===== config.mk =====
export PLATFORM = sky130hd
export DESIGN_NAME = rf_mode_sequencer
export DESIGN_NICKNAME = d
export VERILOG_FILES = /design/src/rtl/rf_mode_sequencer.sv
export SDC_FILE = /design/constraint.sdc
export NUM_CORES = 1
export LEC_CHECK = 0
export ABC_AREA = 1
export BUFFER_PORTS_ARGS = -buffer_cell sky130_fd_sc_hd__buf_2
export CAP_MARGIN = 20
export CORE_MARGIN = 1.5
export CORE_UTILIZATION = 40
export DETAILED_ROUTE_END_ITERATION = 16
export PLACE_DENSITY = 0.59
export SETUP_SLACK_MARGIN = 0.15
export SLEW_MARGIN = 15
export SYNTH_ARGS = -nofsm -noshare
export SYNTH_HDL_FRONTEND = slang
export SYNTH_SLANG_ARGS = --single-unit

===== constraint.sdc =====
create_clock -name internal_clk -period 3.2 [get_ports internal_clk]
set_clock_uncertainty 0.05 [all_clocks]
set_input_delay 0.8 -clock internal_clk [delete_from_list [all_inputs] [get_ports internal_clk]]
set_output_delay 0.8 -clock internal_clk [all_outputs]
set_load 0.02 [all_outputs]

===== src/rtl/rf_mode_sequencer.sv =====
// rf_mode_sequencer: synchronises and debounces the MCU mode pins, then applies
// a new mode only after UART traffic drains and busy sources clear. AUX is held
// low for a programmable switch time while the change is applied.
module rf_mode_sequencer #(
  parameter int                    MODE_WIDTH         = 2,
  parameter logic [MODE_WIDTH-1:0] DEFAULT_MODE       = '0,
  parameter int                    SYNC_STAGES        = 2,
  parameter int                    NUM_BUSY_SRC       = 3,
  parameter int                    DEBOUNCE_CYCLES    = 16,
  parameter int                    END_POWER_ON_CHECK = 750000,
  parameter int                    END_MODE_SWITCH    = 15000,
  parameter int                    CNT_WIDTH          = 24
) (
  input  logic                    internal_clk,
  input  logic                    rst,
  input  logic [MODE_WIDTH-1:0]   mode_pins,
  input  logic [NUM_BUSY_SRC-1:0] busy_in,
  input  logic                    tx_drain_done,
  output logic [MODE_WIDTH-1:0]   mode_sync,
  output logic                    mode_change,
  output logic                    switch_pending,
  output logic                    AUX,
  output logic [2:0]              seq_state
);

  localparam logic [2:0] ST_POWER_ON = 3'd0;
  localparam logic [2:0] ST_IDLE     = 3'd1;
  localparam logic [2:0] ST_DEBOUNCE = 3'd2;
  localparam logic [2:0] ST_DRAIN    = 3'd3;
  localparam logic [2:0] ST_SWITCH   = 3'd4;

  localparam logic [CNT_WIDTH-1:0] LOAD_POWER_ON = CNT_WIDTH'(END_POWER_ON_CHECK - 1);
  localparam logic [CNT_WIDTH-1:0] LOAD_DEBOUNCE = CNT_WIDTH'(DEBOUNCE_CYCLES - 1);
  localparam logic [CNT_WIDTH-1:0] LOAD_SWITCH   = CNT_WIDTH'(END_MODE_SWITCH - 1);
  localparam logic [CNT_WIDTH-1:0] CNT_ONE       = CNT_WIDTH'(1);
  localparam logic [CNT_WIDTH-1:0] CNT_ZERO      = '0;

  logic [MODE_WIDTH-1:0] r_sync [SYNC_STAGES];
  logic [MODE_WIDTH-1:0] w_pinSync;

  logic [2:0]            r_state;
  logic [CNT_WIDTH-1:0]  r_cnt;
  logic [MODE_WIDTH-1:0] r_target;
  logic [MODE_WIDTH-1:0] r_mode;
  logic                  r_change;
  logic                  r_pending;
  logic                  r_aux;

  logic [2:0]            w_stateNext;
  logic [CNT_WIDTH-1:0]  w_cntNext;
  logic [MODE_WIDTH-1:0] w_targetNext;
  logic [MODE_WIDTH-1:0] w_modeNext;
  logic                  w_changeNext;
  logic                  w_pendingNext;
  logic                  w_drainOk;
  logic                  w_cntZero;

  assign w_pinSync = r_sync[SYNC_STAGES-1];
  assign w_drainOk = tx_drain_done & ~(|busy_in);
  assign w_cntZero = (r_cnt == CNT_ZERO);

  // Multi-stage synchroniser on the asynchronous mode pins, preloaded with the default mode
  always_ff @(posedge internal_clk) begin
    if (rst) begin
      for (int i = 0; i < SYNC_STAGES; i++) begin
        r_sync[i] <= DEFAULT_MODE;
      end
    end else begin
      r_sync[0] <= mode_pins;
      for (int i = 1; i < SYNC_STAGES; i++) begin
        r_sync[i] <= r_sync[i-1];
      end
    end
  end

  // Next-state logic; the shared counter only decrements when nonzero so it never wraps
  always_comb begin
    w_stateNext   = r_state;
    w_cntNext     = r_cnt;
    w_targetNext  = r_target;
    w_modeNext    = r_mode;
    w_changeNext  = 1'b0;
    w_pendingNext = r_pending;
    case (r_state)
      ST_POWER_ON: begin
        if (w_cntZero) begin
          w_stateNext = ST_IDLE;
        end else begin
          w_cntNext = r_cnt - CNT_ONE;
        end
      end
      ST_IDLE: begin
        if (w_pinSync != r_mode) begin
          w_targetNext = w_pinSync;
          w_cntNext    = LOAD_DEBOUNCE;
          w_stateNext  = ST_DEBOUNCE;
        end
      end
      ST_DEBOUNCE: begin
        if (w_pinSync != r_target) begin
          w_stateNext = ST_IDLE;
        end else if (w_cntZero) begin
          w_pendingNext = 1'b1;
          w_stateNext   = ST_DRAIN;
        end else begin
          w_cntNext = r_cnt - CNT_ONE;
        end
      end
      ST_DRAIN: begin
        if (w_drainOk) begin
          w_cntNext   = LOAD_SWITCH;
          w_stateNext = ST_SWITCH;
        end
      end
      ST_SWITCH: begin
        if (w_cntZero) begin
          w_modeNext    = r_target;
          w_changeNext  = 1'b1;
          w_pendingNext = 1'b0;
          w_stateNext   = ST_IDLE;
        end else begin
          w_cntNext = r_cnt - CNT_ONE;
        end
      end
      default: begin
        w_stateNext = ST_IDLE;
      end
    endcase
  end

  // State registers; reset aborts any sequence in flight without a mode_change pulse
  always_ff @(posedge internal_clk) begin
    if (rst) begin
      r_state   <= ST_POWER_ON;
      r_cnt     <= LOAD_POWER_ON;
      r_target  <= DEFAULT_MODE;
      r_mode    <= DEFAULT_MODE;
      r_change  <= 1'b0;
      r_pending <= 1'b0;
      r_aux     <= 1'b0;
    end else begin
      r_state   <= w_stateNext;
      r_cnt     <= w_cntNext;
      r_target  <= w_targetNext;
      r_mode    <= w_modeNext;
      r_change  <= w_changeNext;
      r_pending <= w_pendingNext;
      r_aux     <= (w_stateNext == ST_IDLE) & w_drainOk;
    end
  end

  assign mode_sync      = r_mode;
  assign mode_change    = r_change;
  assign switch_pending = r_pending;
  assign AUX            = r_aux;
  assign seq_state      = r_state;

endmodule


; After elaboration in Yosys (flattened, before gate mapping)
; Memory sizes are Yosys's and may differ from the RTL's.
; Cells that the tools add are included.
[totals]
elab_cells = 59
reg_bits = 34
memories = 1
mem_bits_rw = 4
out_inout_bits = 8
input_bits = 8
[op_classes]
reduce_logical = 11
addsub = 1
n_bitwise = 6
n_eq_ne = 12
n_mux = 21
[mem_list]
columns = memory, depth, width, rd, rd_clocked_by_memory_dff, write_ports, line_no
row1 = r_sync, 2, 2, 2, 0, 2, 38  ; logic [MODE_WIDTH-1:0] r_sync [SYNC_STAGES];
[ops]
columns = operator, n
row1 = $mux 24, 4
row2 = $pmux 24 s4, 1
row3 = $logic_not 24->1, 1
row4 = $sub 24x1->24 const B, 1
row5 = $mux 3, 5
row6 = $pmux 3 s4, 1
row7 = $ne 2x2->1 const B, 5
row8 = $reduce_and 4->1, 2
row9 = $mux 1, 7
row10 = $eq 3x1->1 const B, 2
row11 = $eq 3x2->1 const B, 2
row12 = $mux 2, 2
row13 = $ne 2x2->1, 2
row14 = $reduce_and 2->1, 2
row15 = $reduce_bool 4->1, 1
row16 = $reduce_or 2->1, 2
row17 = $eq 3x3->1 const B, 1
row18 = $logic_not 3->1, 1
row19 = $reduce_or 3->1, 1
row20 = $and 1x1->1, 2
row21 = $not 1->1, 2
row22 = $or 1x1->1, 2
row23 = $pmux 1 s2, 1
row24 = $reduce_bool 2->1, 1

; Longest topological paths before layout
[depth]
ltp_word = 7
depth_mapped = 13
ltp_nobuf = 12

; Worst setup path before layout
; Ideal clock, no wire load.
[synth_timing]
path_type = input -> register
from = input tx_drain_done
to = register r_cnt[4]
arrival_ps = 1774
n_path_buf = 1
setup_ps = 115
stages = 12
setup_slack_ps = 1261
required_time_ps = 3035
path_cell_list = inv_1 -> nor2_1 -> nand2_1 -> a21oi_2 -> nand2_2 -> nor2_8 -> nand2_4 -> buf_12 -> nand2_4 -> inv_2 -> nand2_1 -> nand2_1
[synth_between]
elab_chain_len = 3
[synth_lines]
columns = item, line_no
row1 = from (decl), 18  ; input logic tx_drain_done,
row2 = $and 1x1->1, 59  ; assign w_drainOk = tx_drain_done & ~(|busy_in);
row3 = $ne 2x2->1 (no source line), --
row4 = $reduce_and 4->1 (no source line), --
row5 = to (signal assigned), 143  ; r_cnt <= w_cntNext;
row6 = to (decl), 42  ; logic [CNT_WIDTH-1:0] r_cnt;
; No other way between the ends.
; A chain may end at the register's enable or synchronous reset.

; Worst setup path after layout
[layout_timing]
from = register r_state[2], in the netlist seq_state[2]
to = register r_cnt[10]
[layout_between]
elab_chain_len = 4
elab_cells_between_ends = 12
cone_classes = eq/ne (7) / mux (1) / reduce/logical (4)
[layout_lines]
columns = item, line_no
row1 = from (decl), 41  ; logic [2:0] r_state;
row2 = from (signal assigned), 142  ; r_state <= w_stateNext;
row3 = $eq 3x3->1 or $logic_not 3->1 (tied branches), 84  ; case (r_state)
row4 = $reduce_or 2->1 (no source line), --
row5 = $reduce_bool 4->1 (no source line), --
row6 = $reduce_and 4->1 (no source line), --
; Parallel ways exist; a longest one is shown, timed or not.

==> impl_metrics.csv <==
group,metric,value,unit
clock_tree,root_buffer,"clkbuf_8",
synth,synth.area.top_cells,"dfxtp_1, nand2_1, nor2_1, nand3_1, inv_1",
synth,synth_cell_types,34,
synth,syn_inst,344,
drt,viasPerCell,4.824,
layout,nets,370,
sta,setup_ws,1.019,ns
sta,setup_tns,0,ns
die,coreArea,5439,um^2
sta,period_minus_slack,2.181,ns
worst_setup_path,startpoint_type,"register",
clock_tree,ctsResizeCount,0,
synth,ys_ff_latch,38,
clock_tree,cts_tree,"yes",
die,ios,16,
sta,rsz0062_at_grt,"no",
clock_tree,cts_sinks,38,
drt,ant_nets,0,
clock_tree,cts_setup_buffers,0,
die,start_util,0.4111,
drt,drc,0,
placed_design,dp_slack,0.8132,ns
layout,layout-drive-gt1-share,0.1302,
worst_setup_path,path_class,"register to register",
drt,routed_wl,5269,um
layout,fill_cells,564,
placed_design,placedCellCount,425,
sta,relSlewSlack,0.5347,
placed_design,finalWeightedCongestion,0.8542,
sta,hold_viol,0,
drt,vias,2089,
clock_tree,insertion_delay,0.30,ns
pwr,powerDensity,408.2,nW/um^2
worst_setup_path,endpoint_kind,"register",
clock_tree,htree_levels,2,
pwr,totalPowerFinal,1.017,mW
clock_tree,clkTransAtPathRegs,0.08,ns
synth,syn-num-nets,354,
layout,n_antenna_cell,0,
die,placement_rows,27,
grt,antenna_found_initial,0,
synth,avgSynthCellArea,6.500,um^2
die,fp.dieH,77.77,um
clock_tree,cts-hold-fix-buffers,0,
run,maxCapViolCount,0,
sta,max_freq,0.4586,GHz
grt,grt_util_all_layers,0.1888,
drt,wl_per_cell,12.17,um
sta,finalSetupViolations,0,
sta,worst_pin_slew,0.6972,ns
drt,drt_first_pass_iters,5,
worst_setup_path,cp_max_fo,15,
pwr,ir_worst_vdd,0.2844,mV
grt,grt_pass1_wl,8935,um
pwr,leakagePower,1.166,nW
placed_design,port_buffers,15,
layout,final-seq-area,760.7,um^2
synth,synth_top_area_cell,"dfxtp_1",
grt,grt_max_degree,21,
worst_hold_path,min_path_type,"register to register",
grt,grt_pass1_vias,1942,
clock_tree,ctsLongestPathBuffers,2,
synth,synth-seq-area-share,0.3402,
synth,netlist_area,2236,um^2
grt,overflow,0,
die,die_w,77.77,um
layout,syn_to_final_growth,11.42,%
synth,ys_warn_count,0,
placed_design,dp_hpwl,3851,um
layout,multi_input_area,1274,um^2
sta,post-route-period-util,0.6815,
synth,synth_top_area_share,0.3402,
outcome,status,"complete, no violations",
layout,stdcell_count,433,
worst_setup_path,crit_arrival,2.36,ns
clock_tree,cts_buffers,5,
sta,drv_slew,0,
worst_setup_path,crit_required,3.38,ns
drt,drt_iter0_drc,103,
die,die_area,6047,um^2
==> cells by family (layout without fill, tap and decap cells) <==
logic type / count (synthesis) / in the layout / share of synthesized area
and+or+nand+nor: 222 / 222 / 0.4488
buffers and inverters: 47 / 64 / 0.09009
DFF: 38 / 38 / 0.3402
AOI/OAI and AO/OA: 27 / 27 / 0.07835
xor gates and xnor gates: 8 / 8 / 0.03134
adders and majority gates: 2 / 2 / 0.01119
==> power by group <==
part	switching [mW]	internal (mW)
logic	0.0217	0.0112
registers	0.00322	0.478
clock network	0.190	0.313
total	0.215	0.802
==> critical path, cell delays in order, from the launching register on <==
cell and delay (ns):
dfxtp_1 0.49, a21oi_2 0.21, inv_1 0.41, nor2_2 0.08, nor2_2 0.55, nand2_1 0.16, a21oi_1 0.15
==> state kept, by name (all words and copies together), names as in the netlist <==
signal,cells
AUX,1
mode_change,1
mode_sync,2
r_cnt,24
r_sync,4
r_target,2
seq_state,3
switch_pending,1
==> per-stage QoR <==
stage | hold WS (ns) | cell area [um^2] | util
4_1_cts | 0.3612 | 2491 | 0.4580
3_5_place_dp | 0.3472 | 2354 | 0.4327
5_1_grt | 0.3862 | 2491 | 0.4580
6_report | 0.3581 | 2491 | 0.4580
2_1_floorplan | 0.3383 | 2236 | -
3_3_place_gp | 0.3494 | 2354 | 0.4327
==> placed cells by master (no fill, tap or decap), types with 2 or more instances in the layout <==
master     count
nor2_1        62
nand3_1       35
a21oi_1       10
nand2_1       99
inv_1         37
nor2_8         2
bufinv_16      2
buf_2         15
clkbuf_8       5
o211ai_1       3
nor2_2         7
nor3_1         3
nand4_1        5
xnor2_1        3
xor2_1         5
a21oi_2        2
ha_1           2
nand2_4        2
dfxtp_1       38
nor3_2         2
o21ai_0        6
o21ai_1        2
inv_2          3
==> cells in the mapped netlist <==
library cell	number
nand2_1	99
nor2_1	62
dfxtp_1	38
inv_1	37
nand3_1	35
a21oi_1	10
nor2_2	7
o21ai_0	6
nand4_1	5
xor2_1	5
inv_2	3
nor3_1	3
o211ai_1	3
xnor2_1	3
a21oi_2	2
buf_4	2
clkbuf_1	2
ha_1	2
nand2_4	2
nor2_8	2
nor3_2	2
o21ai_1	2
a21oi_4	1
buf_12	1
buf_2	1
clkinv_1	1
nand2_2	1
nand3_2	1
nand3b_1	1
nand4_4	1
o211ai_2	1
o21bai_1	1
o221ai_1	1
or2_2	1
==> metal layers <==
layer  up-vias  track usage  routed length, um
li1       1114            -                  -
met1       921       0.2313               2539
met2        43       0.3183               2406
met3        11      0.04118                212
met4         0      0.07636                110
met5         -            0                  0
==> final timing paths <==
| check | startpoint | endpoint | slack (ns) | depth (start not counted) |
|---|---|---|---|---|
| min reg2reg | r_sync[0][1] | r_sync[0][3] | 0.36 | 2 |
| max reg2reg | seq_state[2] | r_cnt[10] | 1.02 | 6 |
| max | seq_state[2] | r_cnt[10] | 1.02 | 6 |
| min | r_sync[0][1] | r_sync[0][3] | 0.36 | 2 |
==> cell type report <==
class | instances | area share
Multi-Input combinational cell | 259 | 0.5113
Sequential cell | 38 | 0.3054
Inverter | 41 | 0.06178
Tap cell | 72 | 0.03616
Timing Repair Buffer | 15 | 0.03014
Clock buffer | 5 | 0.02762
Clock inverter | 3 | 0.02762
Power figures use the tool's default switching activity.
